## config.mk

```make
export PLATFORM = sky130hd
export DESIGN_NAME = ad7264_conv_ctrl
export DESIGN_NICKNAME = d
export VERILOG_FILES = /design/src/rtl/ad7264_conv_ctrl.sv
export SDC_FILE = /design/constraint.sdc
export NUM_CORES = 1
export LEC_CHECK = 0
export CORE_UTILIZATION = 51
export DETAILED_ROUTE_END_ITERATION = 7
export PLACE_DENSITY = 0.79
export SYNTH_ARGS = -nofsm -noshare
export SYNTH_HDL_FRONTEND = slang
export SYNTH_SLANG_ARGS = --single-unit
```

## constraint.sdc

```tcl
create_clock -name Clk -period 2 [get_ports Clk]
set_input_delay 0.2 -clock Clk [delete_from_list [all_inputs] [get_ports Clk]]
set_output_delay 0.2 -clock Clk [all_outputs]
set_load 0.1 [all_outputs]
```

## src/rtl/ad7264_conv_ctrl.sv

```systemverilog
`timescale 1ns/1ps
// AD7264 conversion sequencer: frames the SPI master (ss/startSending/DIM), shifts out the
// config word and collects the DOMA/DOMB sample streams into two parallel results.
module ad7264_conv_ctrl #(
   parameter int FRAME_BITS = 32,
   parameter int TX_BITS    = 16,
   parameter int LEAD_ZEROS = 2,
   parameter int DATA_BITS  = 14,
   parameter int QUIET_CYC  = 8,
   parameter int TIMEOUT    = 255
) (
   input  logic                 Clk,
   input  logic                 resetn,
   input  logic                 start,
   input  logic                 cont,
   input  logic [TX_BITS-1:0]   cfg,
   input  logic                 sclk,
   input  logic                 doma,
   input  logic                 domb,
   output logic                 spi_ss,
   output logic                 spi_start_tx,
   output logic                 spi_dim,
   output logic                 busy,
   output logic                 done,
   output logic                 err,
   output logic [DATA_BITS-1:0] result_a,
   output logic [DATA_BITS-1:0] result_b
);
   localparam int CNT_W = $clog2(FRAME_BITS + 1);
   localparam int TO_W  = $clog2(TIMEOUT + 1);
   localparam int Q_W   = $clog2(QUIET_CYC + 1);
   // Leading-zero samples fall off the top, so only the useful window is stored.
   localparam int RX_W  = FRAME_BITS - LEAD_ZEROS;

   typedef enum logic [2:0] {IDLE, SETUP, SHIFT, TAIL, QUIET} state_t;

   state_t               state_q, state_d;
   logic                 sclk_s1_q, sclk_s2_q;
   logic [TX_BITS-1:0]   tx_sr_q, tx_sr_d;
   logic [CNT_W-1:0]     bit_cnt_q, bit_cnt_d;
   logic [TO_W-1:0]      to_cnt_q, to_cnt_d;
   logic [Q_W-1:0]       quiet_cnt_q, quiet_cnt_d;
   logic [RX_W-1:0]      rx_a_q, rx_a_d, rx_b_q, rx_b_d;
   logic [DATA_BITS-1:0] result_a_q, result_a_d, result_b_q, result_b_d;
   logic                 rise, active;

   assign rise   = sclk_s1_q & ~sclk_s2_q;
   assign active = (state_q == SETUP) || (state_q == SHIFT) || (state_q == TAIL);

   always_comb begin
      state_d      = state_q;
      tx_sr_d      = tx_sr_q;
      bit_cnt_d    = bit_cnt_q;
      to_cnt_d     = to_cnt_q;
      quiet_cnt_d  = quiet_cnt_q;
      rx_a_d       = rx_a_q;
      rx_b_d       = rx_b_q;
      result_a_d   = result_a_q;
      result_b_d   = result_b_q;
      spi_ss       = 1'b0;
      spi_start_tx = 1'b0;
      spi_dim      = 1'b0;
      done         = 1'b0;
      err          = 1'b0;

      case (state_q)
         IDLE: begin
            if (start) begin
               tx_sr_d  = cfg;
               to_cnt_d = '0;
               state_d  = SETUP;
            end
         end
         SETUP: begin
            spi_ss       = 1'b1;
            spi_start_tx = 1'b1;
            spi_dim      = tx_sr_q[TX_BITS-1];
            // First rise only absorbs the master's ss delay register.
            if (rise) begin
               bit_cnt_d = '0;
               to_cnt_d  = '0;
               state_d   = SHIFT;
            end
         end
         SHIFT: begin
            spi_ss       = 1'b1;
            spi_start_tx = (bit_cnt_q < CNT_W'(TX_BITS));
            spi_dim      = tx_sr_q[TX_BITS-1];
            if (rise) begin
               bit_cnt_d = bit_cnt_q + CNT_W'(1);
               tx_sr_d   = {tx_sr_q[TX_BITS-2:0], 1'b0};
               to_cnt_d  = '0;
               // Master RX register lags one rise, so the first rise carries no sample.
               if (bit_cnt_q != '0) begin
                  rx_a_d = {rx_a_q[RX_W-2:0], doma};
                  rx_b_d = {rx_b_q[RX_W-2:0], domb};
               end
               if (bit_cnt_q == CNT_W'(FRAME_BITS - 1)) state_d = TAIL;
            end
         end
         TAIL: begin
            spi_ss  = 1'b1;
            spi_dim = tx_sr_q[TX_BITS-1];
            if (rise) begin
               rx_a_d      = {rx_a_q[RX_W-2:0], doma};
               rx_b_d      = {rx_b_q[RX_W-2:0], domb};
               quiet_cnt_d = '0;
               state_d     = QUIET;
            end
         end
         QUIET: begin
            if (quiet_cnt_q == Q_W'(QUIET_CYC - 1)) begin
               done       = 1'b1;
               result_a_d = rx_a_q[RX_W-1 -: DATA_BITS];
               result_b_d = rx_b_q[RX_W-1 -: DATA_BITS];
               if (cont) begin
                  tx_sr_d  = cfg;
                  to_cnt_d = '0;
                  state_d  = SETUP;
               end else begin
                  state_d = IDLE;
               end
            end else begin
               quiet_cnt_d = quiet_cnt_q + Q_W'(1);
            end
         end
         default: state_d = IDLE;
      endcase

      // SCLK watchdog: abort the frame if the master stalls.
      if (active && !rise) begin
         if (to_cnt_q >= TO_W'(TIMEOUT - 1)) begin
            err     = 1'b1;
            state_d = IDLE;
         end
         to_cnt_d = (to_cnt_q == '1) ? to_cnt_q : to_cnt_q + TO_W'(1);
      end
   end

   always_ff @(posedge Clk or negedge resetn) begin
      if (!resetn) begin
         state_q     <= IDLE;
         sclk_s1_q   <= 1'b0;
         sclk_s2_q   <= 1'b0;
         tx_sr_q     <= '0;
         bit_cnt_q   <= '0;
         to_cnt_q    <= '0;
         quiet_cnt_q <= '0;
         rx_a_q      <= '0;
         rx_b_q      <= '0;
         result_a_q  <= '0;
         result_b_q  <= '0;
      end else begin
         state_q     <= state_d;
         sclk_s1_q   <= sclk;
         sclk_s2_q   <= sclk_s1_q;
         tx_sr_q     <= tx_sr_d;
         bit_cnt_q   <= bit_cnt_d;
         to_cnt_q    <= to_cnt_d;
         quiet_cnt_q <= quiet_cnt_d;
         rx_a_q      <= rx_a_d;
         rx_b_q      <= rx_b_d;
         result_a_q  <= result_a_d;
         result_b_q  <= result_b_d;
      end
   end

   assign busy     = (state_q != IDLE);
   assign result_a = result_a_q;
   assign result_b = result_b_q;

endmodule
```

==> results of run 1 <==
## state kept, by name, summed over array words and instances (netlist names)
signal and cells:
rx_a_q 30, rx_b_q 30, tx_sr_q 16, result_a 14
result_b 14, to_cnt_q 8, bit_cnt_q 6, quiet_cnt_q 4
state_q 3, sclk_s1_q 1, sclk_s2_q 1
## synthesized netlist by cell type (8+ instances only)
| cell type | n |
|---|---|
| dfrtp_1 | 127 |
| nand2_1 | 98 |
| mux2_2 | 74 |
| mux2_1 | 16 |
| o21ai_0 | 15 |
| a21oi_1 | 13 |
| nand3_1 | 12 |
| clkbuf_1 | 11 |
| inv_1 | 9 |
| buf_6 | 8 |
| nor2_1 | 8 |
## cells by family after synthesis
kind of cell / share of synthesized area [%]
simple gates: 12.8
mux: 18.7
buf+inv: 3.47
fa+ha+maj: 1.13
xor+xnor: 0.635
compound gates: 5.64
flops: 57.6
## power by group
| group | internal, W | total, W | leakage [nW] | switching [W] |
|---|---|---|---|---|
| combinational | 0.00189 | 0.00361 | 1.74 | 0.00172 |
| sequential | 0.00300 | 0.00336 | 1.70 | 0.000358 |
| clock | 0.00195 | 0.00315 | 0.290 | 0.00119 |
| total | 0.00685 | 0.0101 | 3.73 | 0.00327 |
## worst max-delay path: cells and delay by family (launching register included)
kind | cells | cell delay, ps
adder cells (fa/ha/maj) | 1 | 170
buffers and inverters | 3 | 390
flip-flops | 1 | 430
AND/OR/NAND/NOR | 2 | 310
## area by class of cell
type	instances	area, um2
Fill cell	612	2770
Sequential cell	127	3180
Tap cell	136	170
Multi-Input combinational cell	300	2510
Clock buffer	18	428
Timing Repair Buffer	113	1140
Clock inverter	14	181
Inverter	9	33.8
## metrics by stage
step	instance area (um2)	hold slack, ps
final	7650	117
after global routing	7650	93.6
after CTS	7480	97.4
after detailed placement	6690	253
after global placement	6690	248
after floorplan	5830	-95.6
## timing repair
item / CTS / global route
setup endpoints to repair: 5 / 74
setup buffers: 10 / 18
cloned: 1 / 0
hold endpoints to repair: 127 / 0
pin swaps: 2 / 4
hold buffers: 1 / 0
gates resized for setup: 17 / 15
## path summary, 6_finish.rpt
check / startpoint / to / cells after the start
max: quiet_cnt_q[1] / done / 6
max in group asynchronous: resetn / result_b[5] / 3
min: sclk / sclk_s1_q / 1
max reg2reg: state_q[0] / tx_sr_q[12] / 6
min reg2reg: result_b[8] / result_b[8] / 2
min in group asynchronous: resetn / to_cnt_q[5] / 3
## cell usage in the layout, fill, tap and decap left out, types with 3 or more instances in the layout
cell type | netlist | layout
nand4_1 | 3 | 3
buf_4 | 1 | 68
mux2_4 | 0 | 68
mux2_2 | 74 | 22
inv_6 | 0 | 3
buf_12 | 0 | 16
clkdlybuf4s50_1 | 0 | 21
nor2_1 | 8 | 6
or3_1 | 5 | 4
nor3_1 | 4 | 4
inv_1 | 9 | 7
a21oi_1 | 13 | 13
buf_6 | 8 | 5
nand3_1 | 12 | 9
and3_1 | 3 | 3
nand2_1 | 98 | 97
ha_1 | 5 | 3
clkbuf_16 | 0 | 16
clkinv_4 | 0 | 3
bufinv_16 | 0 | 3
clkinvlp_4 | 0 | 3
dfrtp_1 | 127 | 126
o21ai_0 | 15 | 15
## metal layers
layer / share of wire [%] / global-route usage [%] / routed length, um
met5: 0 / 0 / 0
met4: 1.1 / 8.04 / 141
met3: 3.0 / 6.62 / 390
met2: 54 / 38.6 / 6890
met1: 42 / 29.9 / 5420
==> impl_metrics.json, run 1 <==
{
  "synth_edf_count": 0,
  "period_needed_ps": 2000,
  "post-place-cells": 657,
  "power.total_w": 0.0101,
  "syn_area_per_cell_um2": 12.0,
  "htreeDepth": 4,
  "rsz0062_at_grt": "yes",
  "endpoint_kind": "primary output",
  "tightestPinTransition_ps": 612,
  "outcome": "complete, but fails checks",
  "clock_latency_ps": 520,
  "fin_worst_skew_ps": 11.2,
  "hpwl_mm": 6.95,
  "start_util_pct": 53.0,
  "drive_above_1_share_pct": 40.8,
  "drv_slew": 0,
  "syn_inst": 460,
  "nets": 596,
  "drtIter0Drc": 259,
  "cp_max_fo": 6,
  "cts_buffers": 17,
  "via_per_inst": 5.42,
  "area_growth_syn_to_layout_pct": 38.5,
  "grt_usage_pct": 23.5,
  "overflow": 0,
  "finalCritPeriodShare_pct": 100,
  "numPortBuffers": 56,
  "peakVddDrop_mv": 1.38,
  "synth_seq_cells": 127,
  "instances_no_fill": 717,
  "path_clk_slew_ps": 60,
  "crit_slowest_cell": "dfrtp_1",
  "utilization_pct": 73.4,
  "tritoncts": "built",
  "synthTopCellsByArea": "dfrtp_1, mux2_2, nand2_1",
  "crit_type": "reg -> out",
  "cts.sinks": 127,
  "drt_pass1_iterations": 4,
  "die-area_um2": 11200,
  "place_congestion": 0.784,
  "ioPinCount": 57,
  "finalSetupViolCount": 1,
  "synth_area_um2": 5520,
  "ys_dominant_reg_cell": "dfrtp_1",
  "place_ws_ps": -23.2,
  "cp-start-kind": "flop",
  "die-height_um": 106,
  "worst-endpoint-required_ps": 1800,
  "cpMostUsedCell": "buf_12",
  "antenna_found_initial": 0,
  "synth_top_area_share_pct": 57.6,
  "grt_max_degree": 79,
  "vias": 3887,
  "syn_nets": 488,
  "die_w_um": 106,
  "yosysSeqAreaShare_pct": 57.6,
  "row_count": 37,
  "setup_tns_ps": -4.71,
  "post_drt_wl_per_cell_um": 17.9,
  "maxCapViolations": 0,
  "drc": 0,
  "wl_mm": 12.8,
  "maxSlewHeadroom_pct": 59.2,
  "final_antenna_net_count": 0,
  "first_global_vias": 3871,
  "ys_warn_count": 0,
  "yosysTopAreaCell": "dfrtp_1",
  "core_um2": 10400,
  "hold_path.class": "in -> reg",
  "netlist-cell-type-count": 50,
  "hold_violations": 0,
  "violations": "setup timing",
  "clock.fmax_mhz": 499,
  "cts_root_buffer": "clkbuf_8",
  "crit_chain": "ha_4 -> and3b_2 -> nand3_2 -> inv_2 -> buf_12 -> buf_12",
  "critPathArrivalTime_ps": 1800,
  "cts_buffer_depth": 2,
  "antenna_cells": 0,
  "worst_path_largest_cell_delay_ps": 430,
  "synth_async_sr_flop_share_pct": 100,
  "rrSetupSlack_ps": 30,
  "power.density_nw_per_um2": 1320,
  "power.leakage_nw": 3.73,
  "layout_setup_ws_ps": -4.71,
  "grt_first_pass_wirelength_mm": 19.8
}
Power figures use the tool's default switching activity.
==> run 2, diff against run 1 <==
CELL_PAD_IN_SITES_DETAIL_PLACEMENT = 1   (was not set)
CELL_PAD_IN_SITES_GLOBAL_PLACEMENT = 1   (was not set)
CORE_UTILIZATION = 41   (was 51)
PLACE_DENSITY = 0.78   (was 0.79)
==> impl_metrics.json, run 2 (synthesis results as in run 1) <==
{
  "die_w_um": 118,
  "routed.top_layer": "met4",
  "htreeDepth": 4,
  "overflow": 0,
  "finalSetupViolCount": 0,
  "core_um2": 13200,
  "rsz0062_at_grt": "yes",
  "antenna_cells": 0,
  "cts_root_buffer": "clkbuf_16",
  "hold_path.class": "in -> reg",
  "outcome": "finished, final reports clean",
  "endpoint_kind": "flop",
  "combPwrFrac_pct": 34.9,
  "power.leakage_nw": 3.69,
  "swShare_pct": 32.4,
  "period_needed_ps": 1990,
  "tritoncts": "built",
  "seqPwrFrac_pct": 33.0,
  "die-height_um": 118,
  "clock_latency_ps": 420,
  "worst_path_largest_cell_delay_ps": 390,
  "final_common_cell": "dfrtp_1",
  "critPathArrivalTime_ps": 2290,
  "antenna_found_initial": 0,
  "finalCritPeriodShare_pct": 99.5,
  "cp-start-kind": "flop",
  "final_antenna_net_count": 0,
  "path_delay_family": "compound AO/OA/AOI/OAI gates",
  "final_area_um2": 7640,
  "path_clk_slew_ps": 60,
  "wl_met1_mm": 6.67,
  "cp_max_fo": 8,
  "timing.critical_path.buf_inv": 1,
  "intPower_w": 0.00697,
  "peakVddDrop_mv": 0.837,
  "crit_chain": "ha_4 -> nand3b_1 -> a21o_1 -> a211oi_4 -> clkbuf_16 -> mux2_4",
  "maxSlewHeadroom_pct": 52.4,
  "drtIter0Drc": 236,
  "instances_no_fill": 745,
  "wl_mm": 15.2,
  "reg.largest.list": "rx_a_q x30, rx_b_q x30, tx_sr_q x16",
  "utilization_pct": 57.9,
  "via_per_inst": 5.28,
  "power.switching_w": 0.00334,
  "drt_pass1_iterations": 4,
  "layout_common_cells": "dfrtp_1, nand2_1, mux2_4, buf_4, mux2_2",
  "place_congestion": 0.771,
  "hold_violations": 0,
  "ioPinCount": 57,
  "multi_input_area_um2": 2510,
  "power.total_w": 0.0103,
  "seq_area_um2": 3180,
  "worst-endpoint-required_ps": 2300,
  "crit_type": "reg -> reg",
  "first_global_vias": 4358,
  "fillerInstances": 1303,
  "row_count": 42,
  "cts_buffer_depth": 2,
  "met3_length_um": 402,
  "area_growth_syn_to_layout_pct": 38.4,
  "grt_first_pass_wirelength_mm": 24.1,
  "cts_buffers": 17,
  "grt_usage_pct": 22.8,
  "cts.sinks": 127,
  "tightestPinTransition_ps": 713,
  "met2WireLength_mm": 7.90,
  "maxCapViolations": 0,
  "die-area_um2": 13900,
  "dpl_cell_area_um2": 6780,
  "start_util_pct": 41.9,
  "hpwl_mm": 7.92,
  "clkPwrFrac_pct": 32.1,
  "fin_worst_skew_ps": 7.03,
  "drive_above_1_share_pct": 39.0,
  "power.density_nw_per_um2": 1350,
  "drv_slew": 0,
  "grt_max_degree": 128,
  "crit_slowest_cell": "dfrtp_1",
  "nets": 585,
  "post-place-cells": 699,
  "clock.fmax_mhz": 502,
  "post_drt_wl_per_cell_um": 20.4,
  "vias": 3937,
  "numPortBuffers": 56,
  "drc": 0
}
[run 2: per-layer routing]
layer,global-route usage (%),up-vias
li1,-,1787
met1,28.4,2046
met2,38.3,81
met3,5.28,23
met4,8.97,0
met5,0,-
[run 2: repair_timing]
action                                 CTS  global route
resized for setup                       10            12
hold buffers                             1             0
setup buffers                            7             8
setup endpoints to repair               14            33
pin swaps                                1             5
endpoints found under the hold margin  127             0
gates cloned                             1             1
[run 2: final cells by class]
class	count	area share [%]
multi-input cells	300	32.9
clock buffers	21	6.02
repair buffers	102	14.0
well taps	176	2.88
clock inverters	10	2.11
flip-flops and latches	127	41.6
inverters	9	0.442
[run 2: path summary, 6_finish.rpt]
check / from / endpoint / slack [ps] / cells after the start
max in group asynchronous: resetn / state_q[0] / 1000 / 3
min in group asynchronous: resetn / tx_sr_q[8] / 400 / 3
max: quiet_cnt_q[0] / tx_sr_q[13] / 9 / 6
min reg2reg: result_a[2] / result_a[2] / 480 / 2
max reg2reg: quiet_cnt_q[0] / tx_sr_q[13] / 9 / 6
min: sclk / sclk_s1_q / 220 / 1
[run 2: power by group through the flow]
stage / Clock, W / Combinational, W / Sequential [W]
after floorplan: 0 / 0.00235 / 0.00324
after global placement: 0 / 0.00306 / 0.00336
after detailed placement: 0 / 0.00316 / 0.00339
after CTS: 0.00334 / 0.00335 / 0.00339
after global routing: 0.00345 / 0.00381 / 0.00346
final: 0.00331 / 0.00360 / 0.00340
[run 2: metrics by stage]
stage	worst slack [ps]	hold WS [ps]	TNS [ps]
2_1_floorplan	-233	-95.6	-3030
3_3_place_gp	30.8	355	0
3_5_place_dp	-7.02	367	-12.4
4_1_cts	-28.2	219	-36.6
5_1_grt	-67.8	214	-288
6_report	9.47	223	0
